--- src/rtl/gpmc_csr_bank.sv ---
// Control/status register bank on the GPMC host interface: ID, scratch, control
// levels and pulses, sticky W1C event flags with an IRQ mask, and saturating event counters.
module gpmc_csr_bank #(
  parameter int                    ADDR_WIDTH  = 16,
  parameter int                    DATA_WIDTH  = 16,
  parameter logic [ADDR_WIDTH-1:0] BASE_ADDR   = 16'h0000,
  parameter logic [DATA_WIDTH-1:0] ID_VALUE    = 16'hC10D,
  parameter int                    N_SCRATCH   = 2,
  parameter int                    N_EVENTS    = 4,
  parameter int                    COUNT_WIDTH = 16
) (
  input  logic                  clk,
  input  logic                  reset_n,
  input  logic                  address_valid,
  input  logic [ADDR_WIDTH-1:0] address,
  input  logic                  wr_en,
  input  logic [DATA_WIDTH-1:0] wr_data,
  output logic [DATA_WIDTH-1:0] rd_data,
  input  logic [N_EVENTS-1:0]   events,
  input  logic [DATA_WIDTH-1:0] status_in,
  output logic [DATA_WIDTH-1:0] ctrl_level,
  output logic [DATA_WIDTH-1:0] ctrl_pulse,
  output logic                  irq
);

  // Host protocol: a read is requested by address_valid=1 in cycle n and answered on
  // rd_data in cycle n+1; a write is wr_en=1 with address/wr_data in the same cycle.
  // There is no back-pressure: every request is accepted in the cycle it is presented.

  logic [ADDR_WIDTH-1:0]  off;
  logic [4:0]             word;
  logic                   reg_hit;
  logic                   wr_ctrl, wr_pulse, wr_sticky, wr_mask;
  logic [N_EVENTS-1:0]    wr_cnt;
  logic [N_SCRATCH-1:0]   wr_scr;
  logic [DATA_WIDTH-1:0]  rd_next;

  logic [N_EVENTS-1:0]    sticky;
  logic [N_EVENTS-1:0]    irq_mask;
  logic [COUNT_WIDTH-1:0] cnt     [N_EVENTS];
  logic [DATA_WIDTH-1:0]  scratch [N_SCRATCH];

  // Wrapping subtraction: addresses below BASE_ADDR land far outside the 64-byte window.
  assign off     = address - BASE_ADDR;
  assign word    = off[5:1];
  assign reg_hit = (off[ADDR_WIDTH-1:6] == '0) && !off[0];

  always_comb begin
    wr_ctrl   = wr_en && reg_hit && (word == 5'd1);
    wr_pulse  = wr_en && reg_hit && (word == 5'd2);
    wr_sticky = wr_en && reg_hit && (word == 5'd3);
    wr_mask   = wr_en && reg_hit && (word == 5'd4);
    wr_cnt    = '0;
    wr_scr    = '0;
    for (int k = 0; k < N_EVENTS; k++)
      wr_cnt[k] = wr_en && reg_hit && (word == 5'(8 + k));
    for (int k = 0; k < N_SCRATCH; k++)
      wr_scr[k] = wr_en && reg_hit && (word == 5'(24 + k));
  end

  always_comb begin
    rd_next = '0;
    if (address_valid && reg_hit) begin
      case (word)
        5'd0:    rd_next = ID_VALUE;
        5'd1:    rd_next = ctrl_level;
        5'd3:    rd_next = DATA_WIDTH'(sticky);
        5'd4:    rd_next = DATA_WIDTH'(irq_mask);
        5'd5:    rd_next = status_in;
        default: rd_next = '0;
      endcase
      for (int k = 0; k < N_EVENTS; k++)
        if (word == 5'(8 + k)) rd_next = DATA_WIDTH'(cnt[k]);
      for (int k = 0; k < N_SCRATCH; k++)
        if (word == 5'(24 + k)) rd_next = scratch[k];
    end
  end

  always_ff @(posedge clk) begin
    if (!reset_n) begin
      rd_data    <= '0;
      ctrl_level <= '0;
      ctrl_pulse <= '0;
      irq        <= 1'b0;
      sticky     <= '0;
      irq_mask   <= '0;
      for (int k = 0; k < N_EVENTS; k++) cnt[k] <= '0;
      for (int k = 0; k < N_SCRATCH; k++) scratch[k] <= '0;
    end else begin
      rd_data    <= rd_next;
      ctrl_pulse <= wr_pulse ? wr_data : '0;
      irq        <= |(sticky & irq_mask);
      if (wr_ctrl) ctrl_level <= wr_data;
      if (wr_mask) irq_mask <= wr_data[N_EVENTS-1:0];
      // A new event beats a same-cycle W1C of the same bit.
      sticky <= events | (sticky & ~(wr_sticky ? wr_data[N_EVENTS-1:0] : '0));
      for (int k = 0; k < N_EVENTS; k++) begin
        if (wr_cnt[k])
          cnt[k] <= events[k] ? COUNT_WIDTH'(1) : '0;
        else if (events[k] && (cnt[k] != '1))
          cnt[k] <= cnt[k] + COUNT_WIDTH'(1);
      end
      for (int k = 0; k < N_SCRATCH; k++)
        if (wr_scr[k]) scratch[k] <= wr_data;
    end
  end

endmodule

--- config.mk ---
export PLATFORM = sky130hd
export DESIGN_NAME = gpmc_csr_bank
export DESIGN_NICKNAME = d
export VERILOG_FILES = /design/src/rtl/gpmc_csr_bank.sv
export SDC_FILE = /design/constraint.sdc
export NUM_CORES = 1
export LEC_CHECK = 0
export CAP_MARGIN = 10
export CORE_MARGIN = 2
export CORE_UTILIZATION = 40
export CTS_CLUSTER_SIZE = 8
export DETAILED_ROUTE_END_ITERATION = 8
export SKIP_CTS_REPAIR_TIMING = 1
export SLEW_MARGIN = 30
export SYNTH_ARGS = -nofsm -noshare
export SYNTH_HDL_FRONTEND = slang
export SYNTH_SLANG_ARGS = --single-unit
--- constraint.sdc ---
create_clock -name clk -period 3.2 [get_ports clk]
set_input_delay 0.64 -clock clk [delete_from_list [all_inputs] [get_ports clk]]
set_output_delay 0.64 -clock clk [all_outputs]
set_load 0.03 [all_outputs]
==> results of run 1 <==
[how the worst min path moves through the flow]
stage	end	depth (start not counted)
final	ctrl_level[9]	2
after CTS	ctrl_level[9]	2
after detailed placement	ctrl_level[9]	2
after global routing	ctrl_level[9]	2
after floorplan	rd_data[8]	2
after global placement	ctrl_level[9]	2
[layer usage]
metal | GRT usage [%] | part of all wire (%)
met1 | 31.91 | 46
met2 | 35.14 | 45
met3 | 4.834 | 6.4
met4 | 8.074 | 2.4
met5 | 0 | 0
[Yosys cell counts (all sizes together), types with 4 or more instances]
| cell | instances | area [sq um] |
|---|---|---|
| or3 | 9 | 56.30 |
| a222oi | 13 | 130.1 |
| nor4 | 4 | 55.05 |
| and3 | 12 | 75.07 |
| nand2b | 12 | 82.58 |
| buf | 26 | 142.6 |
| xnor2 | 28 | 245.2 |
| xor2 | 24 | 210.2 |
| o21a | 7 | 52.55 |
| nor2 | 83 | 327.8 |
| nor3 | 19 | 145.1 |
| edfxtp | 96 | 2883 |
| a211oi | 6 | 45.04 |
| a21o | 18 | 135.1 |
| a21oi | 34 | 170.2 |
| nand2 | 76 | 285.3 |
| nor2b | 17 | 106.4 |
| inv | 16 | 60.06 |
| a22oi | 19 | 142.6 |
| nand4 | 17 | 112.6 |
| nand3 | 32 | 172.7 |
| mux2i | 7 | 70.07 |
| a21boi | 21 | 157.6 |
| and2 | 34 | 212.7 |
| o21ai | 49 | 245.2 |
| clkbuf | 18 | 68.81 |
| ha | 4 | 50.05 |
| dfxtp | 57 | 1141 |
[sequential cells by signal (all words and copies together) (netlist names)]
register	flops
scratch	32
irq_mask	4
irq	1
sticky	4
rd_data	16
ctrl_pulse	16
cnt	64
ctrl_level	16
[cell families (layout without fill, tap and decap cells)]
| logic type | after synthesis | count (layout) |
|---|---|---|
| fa+ha+maj | 4 | 4 |
| xor+xnor | 52 | 52 |
| flops | 153 | 153 |
| simple gates | 326 | 326 |
| compound gates | 187 | 187 |
| buf+inv | 60 | 180 |
| mux | 8 | 8 |
[layout make-up]
type                    count  area share, %
clock inverters            14          1.767
inverters                  16         0.6101
multi-input cells         577          36.25
well taps                 265          3.369
flip-flops and latches    153          40.88
repair buffers            132          12.66
clock buffers              18          4.462
[critical path, delay by kind of cell]
kind	cells	cell delay, ns
AND/OR/NAND/NOR	3	1.08
buffers and inverters	2	0.80
AO/OA/AOI/OAI	2	0.35
[stage by stage]
| stage | util, % | area [sq um] |
|---|---|---|
| floorplan | - | 7864 |
| global placement | 47.58 | 9230 |
| detailed placement | 47.58 | 9230 |
| CTS | 50.74 | 9843 |
| global route | 50.74 | 9843 |
| finish | 50.74 | 9843 |
[power by group]
group	internal, mW	switching, mW
registers	2.18	0.0935
logic	0.170	0.206
clock network	1.14	0.941
==> results.tsv, run 1 <==
stage	metric	value	unit
power	finalPower	4.730	mW
synthesis	synth.net_count	850	
sta	period_needed	2.510	ns
cells_and_area	multi_input_area	3568	sq um
global_routing	grt_usage	22.80	%
cells_and_area	fill_cells	1798	
global_routing	grt_pass1_vias	6029	
synthesis	yosysSeqAreaShare	51.17	%
cells_and_area	register_area	4024	sq um
cells_and_area	drive_above_1_share	8.571	%
power	leakagePower	3.417	nW
setup_path	critPathCaptureType	register	
flow_run	drv_cap	0	
setup_path	cp.arrival	2.87	ns
sta	clock_skew	0.008985	ns
min_path	hp-start	ctrl_level[9]	
sta	hold_ws	0.4804	ns
setup_path	worstSetupPathType	input port to register	
clocking	cts_root_buffer	clkbuf_16	
sta	report.final.slew_viol_count	0	
setup_path	cpMaxStageDelayCell	clkdlybuf4s50_1	
clocking	worst_skew_pair.late_latency	0.43	ns
sta	setup_tns	0	ns
floorplan	die_width	144.2	um
setup_path	slowest_delay	0.61	ns
synthesis	synth-seq-cells	153	
power	irDropWorstVdd	0.3802	mV
synthesis	synth_edf_count	96	
floorplan	initial_core_util	40.54	%
global_routing	gr-total-overflow	0	
clocking	htreeDepth	4	
sta	rsz0062_at_grt	no	
setup_path	path_common_cell	or3_1	
sta	tightest_slew	0.6549	ns
sta	setup_ws	0.6895	ns
cells_and_area	instances_no_fill	1175	
place	dp_cells	1143	
routing	first_pass_iters	6	
outcome	outcome	completed	
cells_and_area	fin_nets	957	
synthesis	synthCells	790	
clocking	cts_made_buffers	17	
clocking	clock_sinks	153	
setup_path	path_max_fanout	17	
routing	vias	6363	
synthesis	ys_warn_count	0	
setup_path	cp-startpoint	address[5]	
floorplan	die_h	144.2	um
routing	routed_wl	22.84	mm
routing	drt_iter0_markers	729	
synthesis	synthAdderAreaFrac	0.6364	%
power	cellPowerDensity	480.6	nW/um^2
floorplan	rows	51	
place	gp_congestion	0.9029	
synthesis	ys_types	59	
setup_path	r2r_end	cnt[3][13]	
cells_and_area	diodes	0	
setup_path	r2r_cells	6	
sta	hold_viol	0	
synthesis	synthMuxAreaShare	1.034	%
floorplan	pin_count	105	
setup_path	required	3.56	ns
sta	finalCritPeriodShare	78.45	%
floorplan	die_area	20800	sq um
setup_path	endpoint	rd_data[14]	
place	io_buffers	104	
setup_path	startpoint_type	input port	
place	hpwl	17.07	mm
cells_and_area	layout_common_cells	clkdlybuf4s50_1, edfxtp_1, nor2_1	
routing	avgViaCountPerCell	5.415	
clocking	clk_pin_slew	0.07	ns
synthesis	syn_area_per_cell	9.954	sq um
sta	slew_headroom	56.18	%
synthesis	synthArstFlopShare	0	%
setup_path	reg2reg_slack	0.84	ns
min_path	hold_path_class	register to register	
synthesis	synth_top_family_by_area	simple AND/OR/NAND/NOR gates	
sta	setup_viol	0	
routing	postRouteAntennaNets	0	
global_routing	antenna_found_initial	0	
clocking	clockBufferDepth	2	
floorplan	core	19400	sq um
synthesis	mappedNetlistArea	7864	sq um
synthesis	synth_ff_type	edfxtp_1	
sta	fmax	0.3983	GHz
routing	wl_per_cell	19.44	um
place	dp_slack	0.2395	ns
clocking	cts_tree	yes	
cells_and_area	final_common_cell	clkdlybuf4s50_1	
synthesis	synth-compound-area-share	15.83	%
synthesis	synth-simple-area-share	22.08	%
global_routing	grt_max_degree	40	
cells_and_area	syn_to_final_growth	25.17	%
routing	post-route-drc-count	0	
setup_path	reg2reg_from	cnt[3][0]	
synthesis	synthXorXnorAreaFrac	5.792	%
global_routing	grt_pass1_wl	35.25	mm
setup_path	crit_path_cell_trace	clkdlybuf4s50_1 > or3_1 > buf_4 > nor2_8 > a222oi_1 > or3_1 > a21oi_1	
No activity file was read; power rests on OpenSTA's default activity.
==> run 2: changes to the inputs <==
==> constraint.sdc (replaced) <==
create_clock -name clk -period 2.6 [get_ports clk]
set_input_delay 0.52 -clock clk [delete_from_list [all_inputs] [get_ports clk]]
set_output_delay 0.52 -clock clk [all_outputs]
set_load 0.03 [all_outputs]
==> results.tsv, run 2 (synthesized netlist as in run 1, its figures left out) <==
stage	metric	value	unit	change
floorplan	rows	51		unchanged
power	cellPowerDensity	564.7	nW/um^2	+18%
sta	rsz0062_at_grt	no		
setup_path	r2r_cells	6		unchanged
routing	first_pass_iters	5		-1
clocking	cts_made_buffers	17		unchanged
clocking	cts_tree	yes		
cells_and_area	diodes	0		unchanged
power	finalPower	5.800	mW	+23%
global_routing	grt_pass1_wl	36.30	mm	+3.0%
clocking	clock_sinks	153		unchanged
setup_path	r2r_end	cnt[3][5]		
setup_path	crit_path_cell_trace	clkdlybuf4s50_1 > nor2b_1 > buf_4 > nand3_1 > nor2_1 > a222oi_1 > a21oi_1		
setup_path	endpoint	rd_data[4]		
cells_and_area	top_register	cnt		
sta	clock_skew	0.01087	ns	+0.001886 ns
place	gp_congestion	0.9138		+1.2%
routing	post-route-drc-count	0		unchanged
global_routing	grt_usage	23.41	%	+0.60 points
power	irDropWorstVdd	0.4690	mV	+23%
cells_and_area	largest_reg_flops	64		unchanged
cells_and_area	syn_to_final_growth	30.60	%	
setup_path	critPathCaptureType	register		
setup_path	crit_cells	7		unchanged
sta	hold_viol	0		unchanged
setup_path	required	2.93	ns	-0.63 ns
global_routing	grt_max_degree	30		-25%
clocking	clk_pin_slew	0.07	ns	about the same
setup_path	cp-startpoint	address[4]		
sta	setup_viol	0		unchanged
place	io_buffers	104		unchanged
setup_path	startpoint_type	input port		
clocking	htreeDepth	4		unchanged
sta	report.final.slew_viol_count	0		unchanged
clocking	clockBufferDepth	2		unchanged
setup_path	cp.arrival	2.52	ns	-0.35 ns
sta	tightest_slew	0.6234	ns	-0.03146 ns
setup_path	reg2reg_slack	0.58	ns	-0.26 ns
floorplan	core	19400	sq um	unchanged
setup_path	worst-path-buf-inv	2		unchanged
setup_path	path_max_fanout	10		-7
global_routing	grt_pass1_vias	6272		+4.0%
routing	drt_iter0_markers	576		-21%
setup_path	slowest_delay	0.55	ns	-0.06 ns
routing	routed_wl	23.28	mm	+1.9%
sta	setup_tns	0	ns	unchanged
routing	wl_per_cell	19.23	um	-1.1%
outcome	outcome	completed		
flow_run	drv_cap	0		unchanged
min_path	hold_path_class	register to register		
floorplan	die_h	144.2	um	unchanged
cells_and_area	drive_above_1_share	12.05	%	+3.5 points
power	leakagePower	3.642	nW	+6.6%
cells_and_area	layout_common_cells	clkdlybuf4s50_1, edfxtp_1, nor2_1		
place	hpwl	17.78	mm	+4.1%
cells_and_area	top_regs	cnt x64, scratch x32		
setup_path	critPathTopFamily	simple AND/OR/NAND/NOR gates		
floorplan	die_width	144.2	um	unchanged
sta	fmax	0.4570	GHz	
clocking	worst_skew_pair.late_latency	0.44	ns	about the same
routing	vias	6536		+2.7%
sta	finalCritPeriodShare	84.16	%	
cells_and_area	final_common_cell	clkdlybuf4s50_1		
floorplan	initial_core_util	40.54	%	unchanged
routing	postRouteAntennaNets	0		unchanged
global_routing	antenna_found_initial	0		unchanged
setup_path	cpMaxStageDelayCell	clkdlybuf4s50_1		
floorplan	pin_count	105		unchanged
floorplan	die_area	20800	sq um	unchanged
setup_path	reg2reg_from	cnt[3][8]		
setup_path	worstSetupPathType	input port to register		
cells_and_area	fin_nets	993		+3.8%
clocking	cts_root_buffer	clkbuf_16		
sta	period_needed	2.188	ns	
global_routing	gr-total-overflow	0		unchanged
sta	slew_headroom	58.29	%	+2.1 points
routing	avgViaCountPerCell	5.397		-0.33%
[run 2: cell count changes in the layout (fill, tap and decap cells not counted)]
cell,change
clkinv_8,-1
inv_6,+2
inv_8,-1
buf_4,+22
buf_12,+14
clkinvlp_4,+1
clkbuf_8,-1
bufinv_16,-1
clkbuf_16,+1
inv_4,-1
clkinv_4,+1
[run 2: routing by layer]
layer  vias to the layer above  global-route usage (%)  routed length, um
li1                       3151                       -                  -
met1                      3114                   32.88              10800
met2                       238                   36.64              10690
met3                        33                   4.338               1341
met4                         0                   7.716                451
met5                         -                       0                  0
[run 2: how the worst min path moves through the flow]
stage | from | cells after the start | slack, ns | to
2_1_floorplan | scratch[0][8] | 2 | 0.49 | rd_data[8]
3_3_place_gp | ctrl_level[10] | 2 | 0.46 | ctrl_level[10]
3_5_place_dp | ctrl_level[11] | 2 | 0.47 | ctrl_level[11]
4_1_cts | ctrl_level[11] | 2 | 0.48 | ctrl_level[11]
5_1_grt | ctrl_level[10] | 2 | 0.51 | ctrl_level[10]
6_report | ctrl_level[11] | 2 | 0.47 | ctrl_level[11]
[run 2: final cells by class]
cell class / count / area (sq um)
flip-flops and latches: 153 / 4024
clock buffers: 18 / 450.4
clock inverters: 14 / 143.9
repair buffers: 168 / 1692
well taps: 265 / 331.6
multi-input cells: 577 / 3568
fillers: 1775 / 9129
inverters: 16 / 60.06
[run 2: report_power, final]
part,leakage [nW],total [mW],switching (mW),internal (mW)
Clock,0.289,2.49,1.15,1.33
Combinational,1.88,0.523,0.268,0.255
Sequential,1.47,2.79,0.112,2.68
Total,3.64,5.80,1.53,4.27
[run 2: tightest hold or removal path, cell delays in order (launching register included)]
cell,delay (ns)
dfxtp_1,0.33
nand2_1,0.05
a21boi_1,0.05
[run 2: metrics by stage]
stage / hold slack, ns / area (sq um) / utilization (%) / cells / worst slack (ns)
after floorplan: 0.4930 / 7864 / - / 790 / 0.2063
after global placement: 0.4612 / 9676 / 49.88 / 1179 / 0.02063
after detailed placement: 0.4684 / 9676 / 49.88 / 1179 / 0.003121
after CTS: 0.4770 / 10270 / 52.94 / 1211 / 0.4447
after global routing: 0.5095 / 10270 / 52.94 / 1211 / 0.3308
final: 0.4715 / 10270 / 52.94 / 1211 / 0.4118
